<file path="src/rtl/sha_msg_loader.sv">
// sha_msg_loader: packs a 32-bit big-endian word stream into 512-bit message
// blocks for the SHA-256 core, presenting each with the latched bit length.
// Bits past the message length are forced to zero; padding is left to the core.
//
// Build option: define SHA_LOADER_DBLBUF_EN to add a second block buffer so the
// next block fills while the current one is presented (zero-bubble streaming).
//
// Handshakes (valid/ready): a word moves on a rising edge where s_valid and
// s_ready are both 1; a block moves on a rising edge where blk_valid and
// blk_ready are both 1. Neither ready depends combinationally on its valid,
// and blk_data/blk_len/blk_last stay constant while blk_valid is 1.
module sha_msg_loader #(
  parameter int WORD_W = 32,
  parameter int LEN_W  = 64
) (
  input  logic              clk,
  input  logic              rst,
  input  logic              start,
  input  logic [LEN_W-1:0]  msg_len_in,
  input  logic [WORD_W-1:0] s_data,
  input  logic              s_valid,
  output logic              s_ready,
  output logic [511:0]      blk_data,
  output logic [LEN_W-1:0]  blk_len,
  output logic              blk_valid,
  input  logic              blk_ready,
  output logic              blk_last,
  output logic              busy,
  output logic              done,
  output logic [1:0]        dbg_state_o
);

  localparam int BLK_W = 512;
  localparam int NSLOT = BLK_W / WORD_W;
  localparam int SH_W  = $clog2(WORD_W);

  typedef enum logic [1:0] {
    ST_IDLE    = 2'd0,
    ST_FILL    = 2'd1,
    ST_PRESENT = 2'd2
  } state_t;

  state_t            state_q, state_d;
  logic [3:0]        wcnt_q;
  logic [3:0]        slot;
  logic [LEN_W-1:0]  rem_q, len_q, rem_after;
  logic              last_q, done_q;
  logic              xfer, close_now, close_last, swap;
  logic [WORD_W-1:0] word_masked;

`ifdef SHA_LOADER_DBLBUF_EN
  // sel_q names the buffer being filled; the other one is the presented block.
  logic [1:0][NSLOT-1:0][WORD_W-1:0] buf_q;
  logic                              sel_q;
  logic                              alt_full_q;
  logic                              alt_last_q;
`else
  logic [NSLOT-1:0][WORD_W-1:0]      buf_q;
`endif

  // Slot 0 lands in the top word of the packed block, so index from the top.
  assign slot       = 4'(NSLOT - 1) - wcnt_q;
  assign xfer       = s_valid & s_ready;
  assign close_last = (rem_after == '0);
  assign close_now  = xfer & ((wcnt_q == 4'(NSLOT - 1)) | close_last);

  // Clear bits of the incoming word that lie past the message end; saturating remainder.
  always_comb begin
    word_masked = s_data;
    rem_after   = '0;
    if (rem_q < LEN_W'(WORD_W)) begin
      word_masked = s_data & ~({WORD_W{1'b1}} >> rem_q[SH_W-1:0]);
    end
    if (rem_q > LEN_W'(WORD_W)) begin
      rem_after = rem_q - LEN_W'(WORD_W);
    end
  end

`ifdef SHA_LOADER_DBLBUF_EN
  // Accepting while the alternate block is closed (or closing now) presents it next.
  assign swap     = blk_ready & (alt_full_q | close_now);
  assign blk_data = buf_q[~sel_q];
`else
  assign swap     = 1'b0;
  assign blk_data = buf_q;
`endif

  assign blk_len     = len_q;
  assign blk_last    = last_q;
  assign done        = done_q;
  assign dbg_state_o = state_q;

  // State register.
  always_ff @(posedge clk or posedge rst) begin
    if (rst) state_q <= ST_IDLE;
    else     state_q <= state_d;
  end

  // Next-state logic.
  always_comb begin
    state_d = state_q;
    case (state_q)
      ST_IDLE: begin
        if (start) state_d = (msg_len_in == '0) ? ST_PRESENT : ST_FILL;
      end
      ST_FILL: begin
        if (close_now) state_d = ST_PRESENT;
      end
      ST_PRESENT: begin
        if (blk_ready) begin
          if (swap)        state_d = ST_PRESENT;
          else if (last_q) state_d = ST_IDLE;
          else             state_d = ST_FILL;
        end
      end
      default: state_d = ST_IDLE;
    endcase
  end

  // Output decode from state.
  always_comb begin
    s_ready   = 1'b0;
    blk_valid = 1'b0;
    busy      = 1'b1;
    case (state_q)
      ST_IDLE: busy = 1'b0;
      ST_FILL: s_ready = 1'b1;
      ST_PRESENT: begin
        blk_valid = 1'b1;
`ifdef SHA_LOADER_DBLBUF_EN
        // Keep filling the alternate buffer while message bits remain and it is open.
        s_ready = (rem_q != '0) & ~alt_full_q;
`endif
      end
      default: busy = 1'b0;
    endcase
  end

`ifdef SHA_LOADER_DBLBUF_EN
  // Datapath: fill buffer sel_q, present buffer ~sel_q, swap on accept.
  always_ff @(posedge clk or posedge rst) begin
    if (rst) begin
      buf_q      <= '0;
      sel_q      <= 1'b0;
      alt_full_q <= 1'b0;
      alt_last_q <= 1'b0;
      wcnt_q     <= '0;
      rem_q      <= '0;
      len_q      <= '0;
      last_q     <= 1'b0;
      done_q     <= 1'b0;
    end else begin
      done_q <= 1'b0;
      case (state_q)
        ST_IDLE: begin
          if (start) begin
            len_q      <= msg_len_in;
            rem_q      <= msg_len_in;
            buf_q      <= '0;
            wcnt_q     <= '0;
            sel_q      <= 1'b0;
            alt_full_q <= 1'b0;
            alt_last_q <= 1'b0;
            last_q     <= (msg_len_in == '0);
          end
        end
        ST_FILL: begin
          if (xfer) begin
            buf_q[sel_q][slot] <= word_masked;
            rem_q              <= rem_after;
            wcnt_q             <= close_now ? 4'd0 : wcnt_q + 4'd1;
            if (close_now) begin
              last_q <= close_last;
              sel_q  <= ~sel_q;
            end
          end
        end
        ST_PRESENT: begin
          if (xfer) begin
            buf_q[sel_q][slot] <= word_masked;
            rem_q              <= rem_after;
            wcnt_q             <= close_now ? 4'd0 : wcnt_q + 4'd1;
          end
          if (blk_ready) begin
            buf_q[~sel_q] <= '0;
            if (swap) begin
              sel_q      <= ~sel_q;
              last_q     <= alt_full_q ? alt_last_q : close_last;
              alt_full_q <= 1'b0;
            end else if (last_q) begin
              last_q <= 1'b0;
              done_q <= 1'b1;
            end
          end else if (close_now) begin
            alt_full_q <= 1'b1;
            alt_last_q <= close_last;
          end
        end
        default: ;
      endcase
    end
  end
`else
  // Datapath: single buffer, filled in FILL and held in PRESENT.
  always_ff @(posedge clk or posedge rst) begin
    if (rst) begin
      buf_q  <= '0;
      wcnt_q <= '0;
      rem_q  <= '0;
      len_q  <= '0;
      last_q <= 1'b0;
      done_q <= 1'b0;
    end else begin
      done_q <= 1'b0;
      case (state_q)
        ST_IDLE: begin
          if (start) begin
            len_q  <= msg_len_in;
            rem_q  <= msg_len_in;
            buf_q  <= '0;
            wcnt_q <= '0;
            last_q <= (msg_len_in == '0);
          end
        end
        ST_FILL: begin
          if (xfer) begin
            buf_q[slot] <= word_masked;
            rem_q       <= rem_after;
            wcnt_q      <= close_now ? 4'd0 : wcnt_q + 4'd1;
            if (close_now) last_q <= close_last;
          end
        end
        ST_PRESENT: begin
          if (blk_ready) begin
            buf_q  <= '0;
            wcnt_q <= '0;
            if (last_q) begin
              last_q <= 1'b0;
              done_q <= 1'b1;
            end
          end
        end
        default: ;
      endcase
    end
  end
`endif

endmodule
</file>
<file path="config.mk">
export PLATFORM = sky130hd
export DESIGN_NAME = sha_msg_loader
export DESIGN_NICKNAME = d
export VERILOG_FILES = /design/src/rtl/sha_msg_loader.sv
export SDC_FILE = /design/constraint.sdc
export NUM_CORES = 1
export LEC_CHECK = 0
export CAP_MARGIN = 20
export CORE_ASPECT_RATIO = 0.8
export CORE_UTILIZATION = 35
export DETAILED_ROUTE_END_ITERATION = 8
export GPL_TIMING_DRIVEN = 0
export PLACE_DENSITY = 0.66
export SLEW_MARGIN = 40
export SYNTH_ARGS = -nofsm -noshare
export SYNTH_HDL_FRONTEND = slang
export SYNTH_SLANG_ARGS = --single-unit
</file>
<file path="constraint.sdc">
create_clock -name clk -period 21.8 [get_ports clk]
set_clock_uncertainty 0.2 [all_clocks]
set_input_delay 4.36 -clock clk [delete_from_list [all_inputs] [get_ports clk]]
set_output_delay 4.36 -clock clk [all_outputs]
set_load 0.01 [all_outputs]
</file>
### Yosys cells after proc, flatten, opt, wreduce, memory -nomap -nowiden

Cells that the tools add are included.

* register bits: 648
* input port bits: 101
* logic and storage cells: 88

* $add $sub $neg: 3
* magnitude comparators: 4
* equality and inequality tests: 7
* shifts and indexed selects: 1
* multiplexer cells: 34
* bitwise logic cells: 5
* reductions and logical operators: 12

Operator list (count)
* $mux 512: 3
* $pmux 512 s3: 1
* $bwmux 512: 1
* $mux 64: 3
* $demux 32 s4: 1
* $logic_not 64->1: 2
* $pmux 64 s2: 1
* $gt 64x6->1 const B: 1
* $lt 64x6->1 const B: 1
* $mux 32: 2
* $sub 64x6->64 const B: 1
* $and 32x32->32: 1
* $not 32->32: 1
* $shr 32x5->32 const A: 1
* $mux 4: 4
* $pmux 4 s3: 1
* $mux 1: 11
* $mux 2: 4
* $ne 2x2->1 const B: 4
* $pmux 2 s3: 1
* $reduce_and 3->1: 2
* $lt 4x5->1 const B: 1
* $reduce_and 5->1: 1
* $add 4x1->4 const B: 1
* other kinds (15): 16

### Longest topological paths before layout

* depth after elaboration: 8
* mapped depth: 14
* mapped depth without buffers: 11

### Worst setup path after synthesis

No wires, ideal clock.

* path type: input port to flip-flop
* start point: input s_valid
* end point: register buf_q, in the netlist blk_data[289]
* library setup time: 83 ps
* arrival: 5929 ps
* data required time: 21517 ps
* path slack: 15589 ps
* stages: 9
* path buffers: 1
* cells stage by stage: nor2_1 > a21oi_1 > o21ai_0 > nor2_1 > nand2_1 > nor3_1 > nand2_1 > clkbuf_1 > o21ai_0

* word-level cells in the longest chain between the ends: 3

Ends and longest elaborated chain
* start: declaration: RTL line 21 `input logic s_valid,`
* $and 1x1->1: RTL line 63 `assign xfer = s_valid & s_ready;`
* $ne 2x2->1 (no source line)
* $reduce_and 4->1 (no source line)
* end signal: indexed assignment: RTL line 227 `buf_q[slot] <= word_masked;`
* end: declaration: RTL line 58 `logic [NSLOT-1:0][WORD_W-1:0] buf_q;`

No other way between the ends.
A chain may end at the register's enable or synchronous reset.

### Worst setup path after layout

* start point: input start
* end point: register buf_q, in the netlist blk_data[379]

* word-level cells in the longest chain between the ends: 2

Ends and longest elaborated chain
* start: declaration: RTL line 18 `input logic start,`
* $ne 2x2->1 (no source line)
* $reduce_and 4->1 (no source line)

No other way between the ends.

==> metrics.txt <==
actual slew at the worst max-slew pin=roughly 0.97 ns; Rows=89; Yosys reg bits=around 650; Flop pwr share=0.341; remaining routing DRC violations=0; Hold Path Class=reg -> reg; RSZ-0062 raised after global routing=false; final core occ=0.510; Required @ worst endpoint=around 22 ns; Int Pwr=between 2000 and 3000 uW; Setup-failing EPs final=0; pin count of the biggest net entering global routing=26; crit path time final=7.46 ns; EDFF count, synth=0; cell taking the most area after synthesis=dfrtp_1; critical path launch point type=primary input; Longest Clk Path Bufs=3; final hold vios=0; Seq/Total Area, Yosys=0.614; maximum vdd drop=77.7 uV; DR pass1 iterations=7; max-slew violations=0; core area=around 0.074 mm^2; WL/cell=26.6 um; Syn Inst Count=about 2.7k; H-tree Lvls=3; Setup crit end kind=flip-flop; final instance area=approximately 0.038 mm^2; Cell Pwr Density=119 mW/mm^2; clock slew at reported path FFs=~0.060 ns; Post-DP HPWL=91,900 um; initial antenna violation count=13; Post-DP Area=roughly 0.035 mm^2; Clk Latency, worst-skew pair=about 0.63 ns; Avg Cell Area, Syn=a little under 10 um^2; post_cts resized=0; post-CTS setup buffer count=0; Switching Share=0.402; CTS root buffer=clkbuf_16; GRT Util Overall=0.307; post-synthesis cell type count=73; Leak=between 0.015 and 0.02 uW; Detailed Route WL=between 100,000 and 150,000 um; Clk pwr share=0.280; Async SR Flop Fraction=1.00; commonest non-fill, non-tap cell in the layout=clkdlybuf4s50_1; DR vias=between 20k and 25k; Critical Path Fanout Max=10; Die Wd=around 310 um; CTS tree=built; max_cap viols=0; Initial DRC Count=~2.4k; ys flop type=dfrtp_1; vias in the first global route=between 20k and 25k; total CTS buffers=71; share of cells above drive strength 1=0.0806; area delta synth->final=43.2%; status=completed; IO buf count=about 680; RePlAce Congestion=0.966; syn nets=about 2.8k; Initial Utilization=0.356; fillcell total=around 6.9k; io pins=between 600 and 700; ANT nets after route=0; R2R depth=11; area of the die=about 0.077 mm^2; final global-route overflow total=0; Yosys warnings=0; CP arrival=between 7 and 8 ns; combinational cell fraction of total power=0.380; area share of the largest cell type after synthesis=0.614; relative slew slack=0.355; mapped cell area=between 0.02 and 0.03 mm^2; Vias per Instance=approximately 5.5; Fmax=around 130 MHz; period utilisation layout=0.342; # nets final=roughly 3.6k; setup_tns=0 ns; commonest non-fill, non-tap cells in the layout=683 x clkdlybuf4s50_1, 648 x dfrtp_1, 642 x nand2_1; die height=~250 um; hold depth=2; first-pass GRT wire length=about 170,000 um; top cells by area, synth=dfrtp_1 61%, nand2_1 9.1%, o21ai_0 8.8%; critical path class=in -> reg; hold_buf cts=0; Switch Pwr=~1800 uW; Num Clock Sinks=approximately 650
[state kept, by name, summed over array words and instances, names as in the netlist]
signal	cells
done	1
blk_last	1
blk_data	512
wcnt_q	4
blk_len	64
dbg_state_o	2
rem_q	64
[power groups by stage]
| stage | Clock [uW] | Combinational (uW) | Sequential [uW] |
|---|---|---|---|
| after detailed placement | 0 | 1670 | 1550 |
| final | 1260 | 1720 | 1540 |
| after CTS | 1280 | 1680 | 1530 |
| after global routing | 1320 | 1810 | 1560 |
| after floorplan | 0 | 760 | 1590 |
| after global placement | 0 | 1650 | 1550 |
[synthesized netlist by cell type (5+ instances only)]
cell      count
nor3_1       43
dfrtp_1     648
or4_1        22
nor3b_1       6
buf_1        10
nand4_1      19
buf_2        12
nor2_1       68
a21oi_1      38
nor2b_1      11
and3_1        9
ha_1          9
a221o_1      23
nand2b_1      5
o311ai_0      5
mux2_2       65
or2_2         7
xnor2_1       9
o21ai_0     463
inv_1        18
or3_1        14
nand2_1     642
xor2_1        5
mux2i_1       8
nand3_1      18
nor4_1       51
and2_1        7
clkbuf_1    177
o211ai_1      9
o21ai_1     145
a22oi_1       6
[area by class of cell]
cell class,instances,area [um^2],share of cell area
clock inverter,25,313,0.00827
sequential,648,16200,0.429
timing repair buffer,716,7590,0.201
tap,1001,1250,0.0331
inverter,18,71.3,0.00189
clock buffer,104,2110,0.0559
buffer,201,786,0.0208
antenna,4,10.0,0.000265
multi-input combinational,1787,9470,0.250
[path summary, 6_finish.rpt]
check                      slack, ns                 startpoint                         to
min                             0.28  blk_data[114]$_DFFE_PP0P_  blk_data[114]$_DFFE_PP0P_
max reg2reg                    15.76      rem_q[10]$_DFFE_PP0P_  blk_data[149]$_DFFE_PP0P_
max                            14.34                      start  blk_data[379]$_DFFE_PP0P_
min in group asynchronous       3.83                        rst    blk_len[13]$_DFFE_PP0P_
max in group asynchronous      16.00                        rst  blk_data[137]$_DFFE_PP0P_
min reg2reg                     0.28  blk_data[114]$_DFFE_PP0P_  blk_data[114]$_DFFE_PP0P_
[worst max-delay path, cell delays in order]
cell,delay (ns)
clkdlybuf4s50_1,0.54
inv_1,0.06
a21oi_1,0.24
o21ai_0,0.27
nor2_1,0.62
nand2_1,0.19
nor3_1,0.43
nand2_1,0.33
clkbuf_1,0.44
o21ai_0,0.29
[stage by stage]
step	std cells	total power, uW	setup slack, ns	hold WS (ns)
final	4504	4520	14.34	0.275
after global routing	4502	4690	14.11	0.294
after CTS	4500	4490	14.50	0.283
after detailed placement	4371	3230	13.82	0.269
after global placement	4338	3200	4.01	0.260
after floorplan	2654	2350	8.39	0.265
[logic make-up (layout without fill, tap and decap cells)]
group,after synthesis,after routing,synth area share
muxes,73,73,0.0308
other,0,4,0
and+or+nand+nor,946,946,0.158
DFF,648,648,0.614
adders and majority gates,9,9,0.00426
buffers and inverters,219,1064,0.0321
xor gates and xnor gates,14,14,0.00464
AOI/OAI and AO/OA,745,745,0.156
[layer usage]
| layer | up-vias | routed length (um) | track usage |
|---|---|---|---|
| met5 | - | 78 | 0 |
| li1 | 10800 | - | - |
| met2 | 1221 | 52300 | 0.451 |
| met4 | 12 | 4410 | 0.114 |
| met3 | 231 | 11800 | 0.0891 |
| met1 | 12400 | 51100 | 0.428 |
Power figures use the tool's default switching activity.
